==> config.mk <==
export PLATFORM = sky130hd
export DESIGN_NAME = ysyx_23060061_ifu
export DESIGN_NICKNAME = d
export VERILOG_FILES = /design/src/rtl/ysyx_23060061_pkg.sv /design/src/rtl/ysyx_23060061_pc_reg.sv /design/src/rtl/ysyx_23060061_ifu.sv
export SDC_FILE = /design/constraint.sdc
export NUM_CORES = 1
export LEC_CHECK = 0
export CAP_MARGIN = 20
export CELL_PAD_IN_SITES_DETAIL_PLACEMENT = 0
export CELL_PAD_IN_SITES_GLOBAL_PLACEMENT = 1
export CORE_ASPECT_RATIO = 2
export CORE_MARGIN = 4
export CORE_UTILIZATION = 35
export CTS_CLUSTER_SIZE = 25
export DETAILED_ROUTE_END_ITERATION = 8
export GPL_TIMING_DRIVEN = 0
export MAX_ROUTING_LAYER = met4
export PLACE_DENSITY = 0.82
export RECOVER_POWER = 50
export REMOVE_ABC_BUFFERS = 1
export SLEW_MARGIN = 15
export SYNTH_ARGS = -nofsm -noshare
export SYNTH_HDL_FRONTEND = slang
export SYNTH_HIERARCHICAL = 1
export SYNTH_SLANG_ARGS = --single-unit
==> constraint.sdc <==
create_clock -name clk -period 2.7 [get_ports clk]
set_input_delay 0.54 -clock clk [delete_from_list [all_inputs] [get_ports clk]]
set_output_delay 0.54 -clock clk [all_outputs]
set_load 0.05 [all_outputs]
==> src/rtl/ysyx_23060061_pkg.sv <==
// Shared types and constants for the NPC instruction fetch unit.
// Optional feature macro: YSYX_23060061_IFU_MISALIGN_CHK_EN (misaligned-fetch trap).
package ysyx_23060061_pkg;

    localparam logic [31:0] RESET_PC_DEFAULT = 32'h8000_0000;
    localparam logic [31:0] NOP_INST         = 32'h0000_0013;

    typedef enum logic [1:0] {
        IDLE,
        REQ,
        WAIT,
        HOLD
    } ifuStateT;

    typedef enum logic [1:0] {
        PC_PLUS4,
        PC_REDIRECT,
        PC_PENDING
    } pcSelT;

endpackage

==> src/rtl/ysyx_23060061_pc_reg.sv <==
// Architectural PC register with its next-PC mux (+4, redirect target, deferred target).
// The selected next value is also exported so the fetch FSM can inspect it before loading.
module ysyx_23060061_pc_reg
    import ysyx_23060061_pkg::*;
#(
    parameter int              XLEN     = 32,
    parameter logic [XLEN-1:0] RESET_PC = RESET_PC_DEFAULT
) (
    input  logic            clk,
    input  logic            rst_n,
    input  logic            load,
    input  pcSelT           sel,
    input  logic [XLEN-1:0] redirectPc,
    input  logic [XLEN-1:0] pendingPc,
    output logic [XLEN-1:0] nextPc,
    output logic [XLEN-1:0] pc
);

    // Pick the candidate next PC; sequential fall-through wraps modulo 2^XLEN.
    always_comb begin
        nextPc = pc + XLEN'(4);
        case (sel)
            PC_PLUS4:    nextPc = pc + XLEN'(4);
            PC_REDIRECT: nextPc = redirectPc;
            PC_PENDING:  nextPc = pendingPc;
            default:     nextPc = pc + XLEN'(4);
        endcase
    end

    // Hold the PC, loading the selected candidate only when the FSM asks for it.
    always_ff @(posedge clk or negedge rst_n) begin
        if (!rst_n) begin
            pc <= RESET_PC;
        end else if (load) begin
            pc <= nextPc;
        end
    end

endmodule

==> src/rtl/ysyx_23060061_ifu.sv <==
// Instruction fetch unit: owns the PC, issues one word fetch at a time and hands the
// word to the decoder under valid/ready. Redirects that land while a fetch is in flight
// are deferred (kill + pendingPc) until the stale response has been drained.
// Optional feature macro: YSYX_23060061_IFU_MISALIGN_CHK_EN -- when defined, a fetch
// from a non-word-aligned PC is not sent to memory and a faulting nop is delivered.
module ysyx_23060061_ifu
    import ysyx_23060061_pkg::*;
#(
    parameter int              XLEN     = 32,
    parameter logic [XLEN-1:0] RESET_PC = RESET_PC_DEFAULT
) (
    input  logic            clk,
    input  logic            rst_n,
    output logic            imem_req_valid,
    input  logic            imem_req_ready,
    output logic [XLEN-1:0] imem_req_addr,
    input  logic            imem_rsp_valid,
    input  logic [XLEN-1:0] imem_rsp_data,
    output logic            inst_valid,
    input  logic            inst_ready,
    output logic [XLEN-1:0] inst,
    output logic [XLEN-1:0] inst_pc,
    output logic [6:0]      opcode,
    output logic [2:0]      funct3,
    input  logic            redirect_valid,
    input  logic [XLEN-1:0] redirect_pc,
    output logic            fetch_fault
);

    ifuStateT        state;
    logic            kill;
    logic [XLEN-1:0] pendingPc;
    logic [XLEN-1:0] pc;
    logic [XLEN-1:0] nextPc;
    logic [XLEN-1:0] fetchPc;
    logic            pcLoad;
    pcSelT           pcSel;
    logic            startFetch;
    logic            fetchMisaligned;

    ysyx_23060061_pc_reg #(
        .XLEN     (XLEN),
        .RESET_PC (RESET_PC)
    ) pcReg (
        .clk        (clk),
        .rst_n      (rst_n),
        .load       (pcLoad),
        .sel        (pcSel),
        .redirectPc (redirect_pc),
        .pendingPc  (pendingPc),
        .nextPc     (nextPc),
        .pc         (pc)
    );

    // Decide whether a new fetch begins this cycle and which PC it will use.
    always_comb begin
        startFetch = 1'b0;
        pcLoad     = 1'b0;
        pcSel      = PC_PLUS4;
        case (state)
            IDLE: begin
                startFetch = 1'b1;
                if (redirect_valid) begin
                    pcLoad = 1'b1;
                    pcSel  = PC_REDIRECT;
                end
            end
            HOLD: begin
                if (redirect_valid) begin
                    startFetch = 1'b1;
                    pcLoad     = 1'b1;
                    pcSel      = PC_REDIRECT;
                end else if (inst_ready) begin
                    startFetch = 1'b1;
                    pcLoad     = 1'b1;
                    pcSel      = PC_PLUS4;
                end
            end
            WAIT: begin
                if (imem_rsp_valid && (kill || redirect_valid)) begin
                    startFetch = 1'b1;
                    pcLoad     = 1'b1;
                    pcSel      = redirect_valid ? PC_REDIRECT : PC_PENDING;
                end
            end
            default: begin
                startFetch = 1'b0;
            end
        endcase
    end

    assign fetchPc = pcLoad ? nextPc : pc;

`ifdef YSYX_23060061_IFU_MISALIGN_CHK_EN
    logic fetchFaultQ;
    assign fetchMisaligned = (fetchPc[1:0] != 2'b00);
    assign imem_req_addr   = pc;
    assign fetch_fault     = fetchFaultQ;
`else
    assign fetchMisaligned = 1'b0;
    assign imem_req_addr   = {pc[XLEN-1:2], 2'b00};
    assign fetch_fault     = 1'b0;
`endif

    assign opcode = inst[6:0];
    assign funct3 = inst[14:12];

    // Fetch FSM with registered handshake outputs and deferred-redirect bookkeeping.
    always_ff @(posedge clk or negedge rst_n) begin
        if (!rst_n) begin
            state          <= IDLE;
            kill           <= 1'b0;
            pendingPc      <= RESET_PC;
            imem_req_valid <= 1'b0;
            inst_valid     <= 1'b0;
            inst           <= '0;
            inst_pc        <= '0;
`ifdef YSYX_23060061_IFU_MISALIGN_CHK_EN
            fetchFaultQ    <= 1'b0;
`endif
        end else if (startFetch) begin
            kill <= 1'b0;
            if (fetchMisaligned) begin
                state          <= HOLD;
                imem_req_valid <= 1'b0;
                inst_valid     <= 1'b1;
                inst           <= XLEN'(NOP_INST);
                inst_pc        <= fetchPc;
            end else begin
                state          <= REQ;
                imem_req_valid <= 1'b1;
                inst_valid     <= 1'b0;
            end
`ifdef YSYX_23060061_IFU_MISALIGN_CHK_EN
            fetchFaultQ <= fetchMisaligned;
`endif
        end else begin
            case (state)
                REQ: begin
                    if (redirect_valid) begin
                        kill      <= 1'b1;
                        pendingPc <= redirect_pc;
                    end
                    if (imem_req_ready) begin
                        state          <= WAIT;
                        imem_req_valid <= 1'b0;
                    end
                end
                WAIT: begin
                    if (redirect_valid) begin
                        kill      <= 1'b1;
                        pendingPc <= redirect_pc;
                    end
                    if (imem_rsp_valid) begin
                        inst       <= imem_rsp_data;
                        inst_pc    <= pc;
                        inst_valid <= 1'b1;
                        state      <= HOLD;
                    end
                end
                default: begin
                    state <= state;
                end
            endcase
        end
    end

endmodule

# Yosys cells after proc, flatten, opt, wreduce, memory -nomap -nowiden
# Index checks and enable logic that the tools add are counted.
dict set report totals {
  register_bits 133
  latchBits 0
  ramBits 0
  mem_bits_ro 0
  output_inout_bits 109
  wordCells 59
  memories 0
}
dict set report classes {
  n_addsub 1
  n_mul 0
  div 0
  n_lt_le_gt_ge 0
  eq_ne 7
  n_shift 0
  n_mux 24
  n_bitwise 1
  reduce_logical 18
}
# cell n
set ops {}
lappend ops {{one-hot mux 32 bit (2 select lines)} 1}
lappend ops {{adder 32 x 3 -> 32 bit, second input constant} 1}
lappend ops {{two-way mux 1 bit} 14}
lappend ops {{nonzero test 2 bit} 6}
lappend ops {{two-way mux 2 bit} 5}
lappend ops {{AND reduction 3 bit} 3}
lappend ops {{one-hot mux 2 bit (2 select lines)} 2}
lappend ops {{equality test 2 bit, second input constant} 3}
lappend ops {{!= test 3 bit, second input constant} 2}
lappend ops {{one-hot mux 1 bit (3 select lines)} 2}
lappend ops {{AND reduction 2 bit} 3}
lappend ops {{equality test 2 x 1 -> 1 bit, second input constant} 2}
lappend ops {{OR reduction 2 bit} 2}
lappend ops {{nonzero test 3 bit} 1}
lappend ops {{zero test 2 bit} 1}
lappend ops {{logical AND 1 bit} 1}
lappend ops {{logical OR 1 bit} 1}
lappend ops {{NOT 1 bit} 1}

# Longest topological paths before layout
dict set report logic_depth {
  depth_word 6
  mapped_depth 12
}

# Cells and area by module
# Netlist, hierarchy kept.
# mod n_inst cells_per_inst area_each_um2
set by_module_without_submodules {}
lappend by_module_without_submodules {ysyx_23060061_ifu 1 260 4349.2}
lappend by_module_without_submodules {ysyx_23060061_pc_reg 1 326 2748.9}

# Least setup slack after synthesis
# No wires, ideal clock.
dict set report synth_timing {
  kind {register to register}
  startpoint {register state[0]}
  endpoint {register pcReg.pc[13]}
  t_arrival_ns 2.441
  required_ns 2.563
  slack_ns 0.123
  stages_incl_launch_ff 12
  cell_sequence {dfrtp_1 inv_1 ha_1 nand2_1 a211oi_1 inv_1 ha_1 clkbuf_1 buf_1 nand2_1 o21bai_1 a2bb2oi_1}
}
dict set report synth_via {
  elab_chain_len 5
}
# item line_no
set synth_lines {}
lappend synth_lines {{from (decl)} ysyx_23060061_ifu.sv:30} ;# ifuStateT state;
lappend synth_lines {{from (signal assigned)} ysyx_23060061_ifu.sv:162} ;# state <= state;
lappend synth_lines {{equality test 2 bit or zero test 2 bit (tied branches)} ysyx_23060061_ifu.sv:60} ;# case (state)
lappend synth_lines {{OR reduction 2 bit (no source line)} --}
lappend synth_lines {{one-hot mux 2 bit (2 select lines) (*)} ysyx_23060061_ifu.sv:60}
lappend synth_lines {{net pcSel[0]} ysyx_23060061_ifu.sv:37} ;# pcSelT pcSel;
lappend synth_lines {{equality test 2 bit or equality test 2 x 1 -> 1 bit (tied branches)} ysyx_23060061_pc_reg.sv:22} ;# case (sel)
lappend synth_lines {{one-hot mux 32 bit (2 select lines) (*)} ysyx_23060061_pc_reg.sv:22}
lappend synth_lines {{to (signal assigned)} ysyx_23060061_pc_reg.sv:35} ;# pc <= nextPc;
lappend synth_lines {{to (decl)} ysyx_23060061_pc_reg.sv:16} ;# output logic [XLEN-1:0] pc
# The timed path passes the listed nets; every way through them passes the cells marked *.
# A chain may end at the register's enable or synchronous reset.

# Worst setup path in the final report
dict set report layout_timing {
  startpoint {register state[0]}
  endpoint {register pcReg.pc[9]}
}
dict set report layout_via {
  elab_chain_len 5
}
# item line_no
set layout_lines {}
lappend layout_lines {{equality test 2 bit or zero test 2 bit (tied branches)} ysyx_23060061_ifu.sv:60}
lappend layout_lines {{OR reduction 2 bit (no source line)} --}
lappend layout_lines {{one-hot mux 2 bit (2 select lines) (*)} ysyx_23060061_ifu.sv:60}
lappend layout_lines {{net pcSel[0]} ysyx_23060061_ifu.sv:37}
lappend layout_lines {{equality test 2 bit or equality test 2 x 1 -> 1 bit (tied branches)} ysyx_23060061_pc_reg.sv:22}
lappend layout_lines {{one-hot mux 32 bit (2 select lines) (*)} ysyx_23060061_pc_reg.sv:22}
lappend layout_lines {{net nextPc[9]} ysyx_23060061_ifu.sv:34} ;# logic [XLEN-1:0] nextPc;
# Marked as above.

==> flow_summary.toml <==
[clock_network]
cts_tree = "yes"
cts_root_buffer = "clkbuf_16"
cts_max_path_buffers = 2
htree_num_levels = 4
cts_made_buffers = 17
cts_sinks = 133
clkLatencyLatePin_ns = 0.42
postCtsHoldBufs = 0
clk_pin_slew_ns = 0.06

[route]
first_pass_iters = 4
viasPerCell = 5.18
vias = 4985
post_drt_wl_per_cell_um = 19.7
drcViolationCount = 0
drtIter0Drc = 246
routed_wl_um = 18900
ant_nets = 0

[critical_path]
slowest_stage = "dfrtp_2"
r2r_slack_ns = 0.06
critPathKind = "reg -> reg"
cp_max_fo = 36
start_kind = "flop"
crit_required_ns = 3.00
max_stage_delay_ns = 0.48
cp.arrival_ns = 2.95
crit_chain = "inv_1 > ha_4 > nand2_4 > a211oi_2 > inv_1 > ha_4 > buf_12 > a221oi_1 > a21oi_1 > mux2_2"
end_kind = "flop"

[yosys]
synthCells = 531
yosysWarnings = 6
synth.cell_area_sq_um = 6750
synth_area_per_cell_sq_um = 12.7

[placed_design]
io_buffer_count = 175
dp_hpwl_um = 12500
routabilityCongestion = 0.777

[final_layout]
fin_util_pct = 49.7
syn_to_final_growth_pct = 39.4
nets = 771
drive_gt1_share_pct = 25.9

[floorplan]
top_level_ports = 179
num_rows = 71
coreArea_sq_um = 18900
initial_core_util_pct = 35.7
dieArea_sq_um = 21700
chipWidth_um = 106
die_y_um = 204

[power]
switchingPower_w = 0.00579
clockPowerShare_pct = 18.8
seq_power_share_pct = 27.8
p_int_w = 0.00733
combPwrFrac_pct = 53.4
sw_frac_of_total_pct = 44.1
powerDensity_nw_per_um2 = 1390
power.leakage_nw = 4.01
ir_drop_v = 0.000704

[timing]
finalMaxSlewViolations = 0
finalCritPeriodShare_pct = 97.9
setup_violations = 0
fin_tns_setup_ns = 0
fin_worst_skew_ns = 0.0104
fmax_mhz = 378
min_period_ns = 2.64
hold_slack_ns = 0.417
final_hold_viol_count = 0
worstMarginPinSlew_ns = 1.34
relSlewSlack_pct = 10.9

[outcome]
outcome = "finished clean"

[global_routing]
antenna_found_initial = 1
grt_pass1_wl_um = 29400
grt_pass1_vias = 5400
grt_usage_pct = 18.0
grt_overflow = 0
grt_max_degree = 84

[job]
maxCapViolCount = 0

[min_path]
hold_path.class = "in -> async"
worst max-delay path, delay by kind of cell (launching register included):
kind                     cells  cell delay (ns)
AO/OA/AOI/OAI                3             0.68
adder cells (fa/ha/maj)      2             0.48
buffers and inverters        3             0.47
flip-flops                   1             0.48
multiplexers                 1             0.28
AND/OR/NAND/NOR              1             0.11
layout make-up:
type	instances	area (sq um)
Tap cell	255	319
Fill cell	1639	9520
Multi-Input combinational cell	339	3110
Timing Repair Buffer	188	1960
Sequential cell	133	3330
Clock buffer	18	439
Clock inverter	14	184
Antenna cell	1	2.50
Inverter	14	56.3
registers in the layout (all words and copies together), names as in the netlist:
register        cells
inst               32
pendingPc          32
imem_req_valid      1
inst_pc            32
state               2
kill                1
pcReg/pc           32
inst_valid          1
cells in the final DEF (no fill, tap or decap), types with 6 or more instances in the layout:
master	count
dfrtp_1	130
mux2_4	60
nand2_1	33
mux2i_1	11
clkdlybuf4s50_1	174
o21ai_0	11
inv_1	12
a221oi_1	25
nand3_1	14
a21oi_1	25
a22oi_1	9
mux2_2	43
clkbuf_16	17
a31o_2	6
clkinv_2	6
a22o_1	7
o22ai_1	6
nand4_1	7
nor2_1	12
what timing repair did:
item                                   in CTS  in global routing
resized for setup                           7                  4
setup endpoints to repair                  68                 18
endpoints found under the hold margin       0                  0
pin swaps                                   3                  1
gates cloned                                1                  0
setup buffers                               7                  0
per-layer routing:
metal / part of all wire (%) / vias to the layer above / GRT usage, %
met2: 56 / 166 / 33.0
met3: 4.5 / 28 / 3.79
met1: 38 / 2527 / 18.3
li1: - / 2264 / -
met5: 0 / - / -
met4: 2.1 / 0 / 7.83
final timing paths:
path                                     startpoint                  endpoint  cells past startpoint
max                            state[0]$_DFFE_PN0P_   pcReg/pc[9]$_DFFE_PN0P_                     10
min                                           rst_n    inst_pc[2]$_DFFE_PN0P_                      1
max reg2reg                    state[0]$_DFFE_PN0P_   pcReg/pc[9]$_DFFE_PN0P_                     10
min reg2reg                pendingPc[6]$_DFFE_PN0P_  pendingPc[6]$_DFFE_PN0P_                      1
max in group asynchronous                     rst_n  pcReg/pc[31]$_DFFE_PN1P_                      2
min in group clk           pendingPc[6]$_DFFE_PN0P_  pendingPc[6]$_DFFE_PN0P_                      1
stage by stage:
stage	total power, W	std cells	instance area, sq um	setup WS (ns)
6_report	0.0131	962	9400	0.0555
5_1_grt	0.0137	962	9400	-0.0198
4_1_cts	0.0132	961	9380	0.0646
3_5_place_dp	0.0105	921	8660	-0.728
3_3_place_gp	0.0102	915	8480	-4.21
2_1_floorplan	0.00812	485	6410	-1.56
power by group through the flow:
| stage | clock network [W] | logic (W) | registers [W] |
|---|---|---|---|
| after detailed placement | 0 | 0.00684 | 0.00366 |
| after global routing | 0.00260 | 0.00733 | 0.00377 |
| after global placement | 0 | 0.00657 | 0.00359 |
| after floorplan | 0 | 0.00233 | 0.00579 |
| after CTS | 0.00252 | 0.00703 | 0.00364 |
| final | 0.00246 | 0.00700 | 0.00365 |
Note: power is estimated with default switching activity, not from simulation.
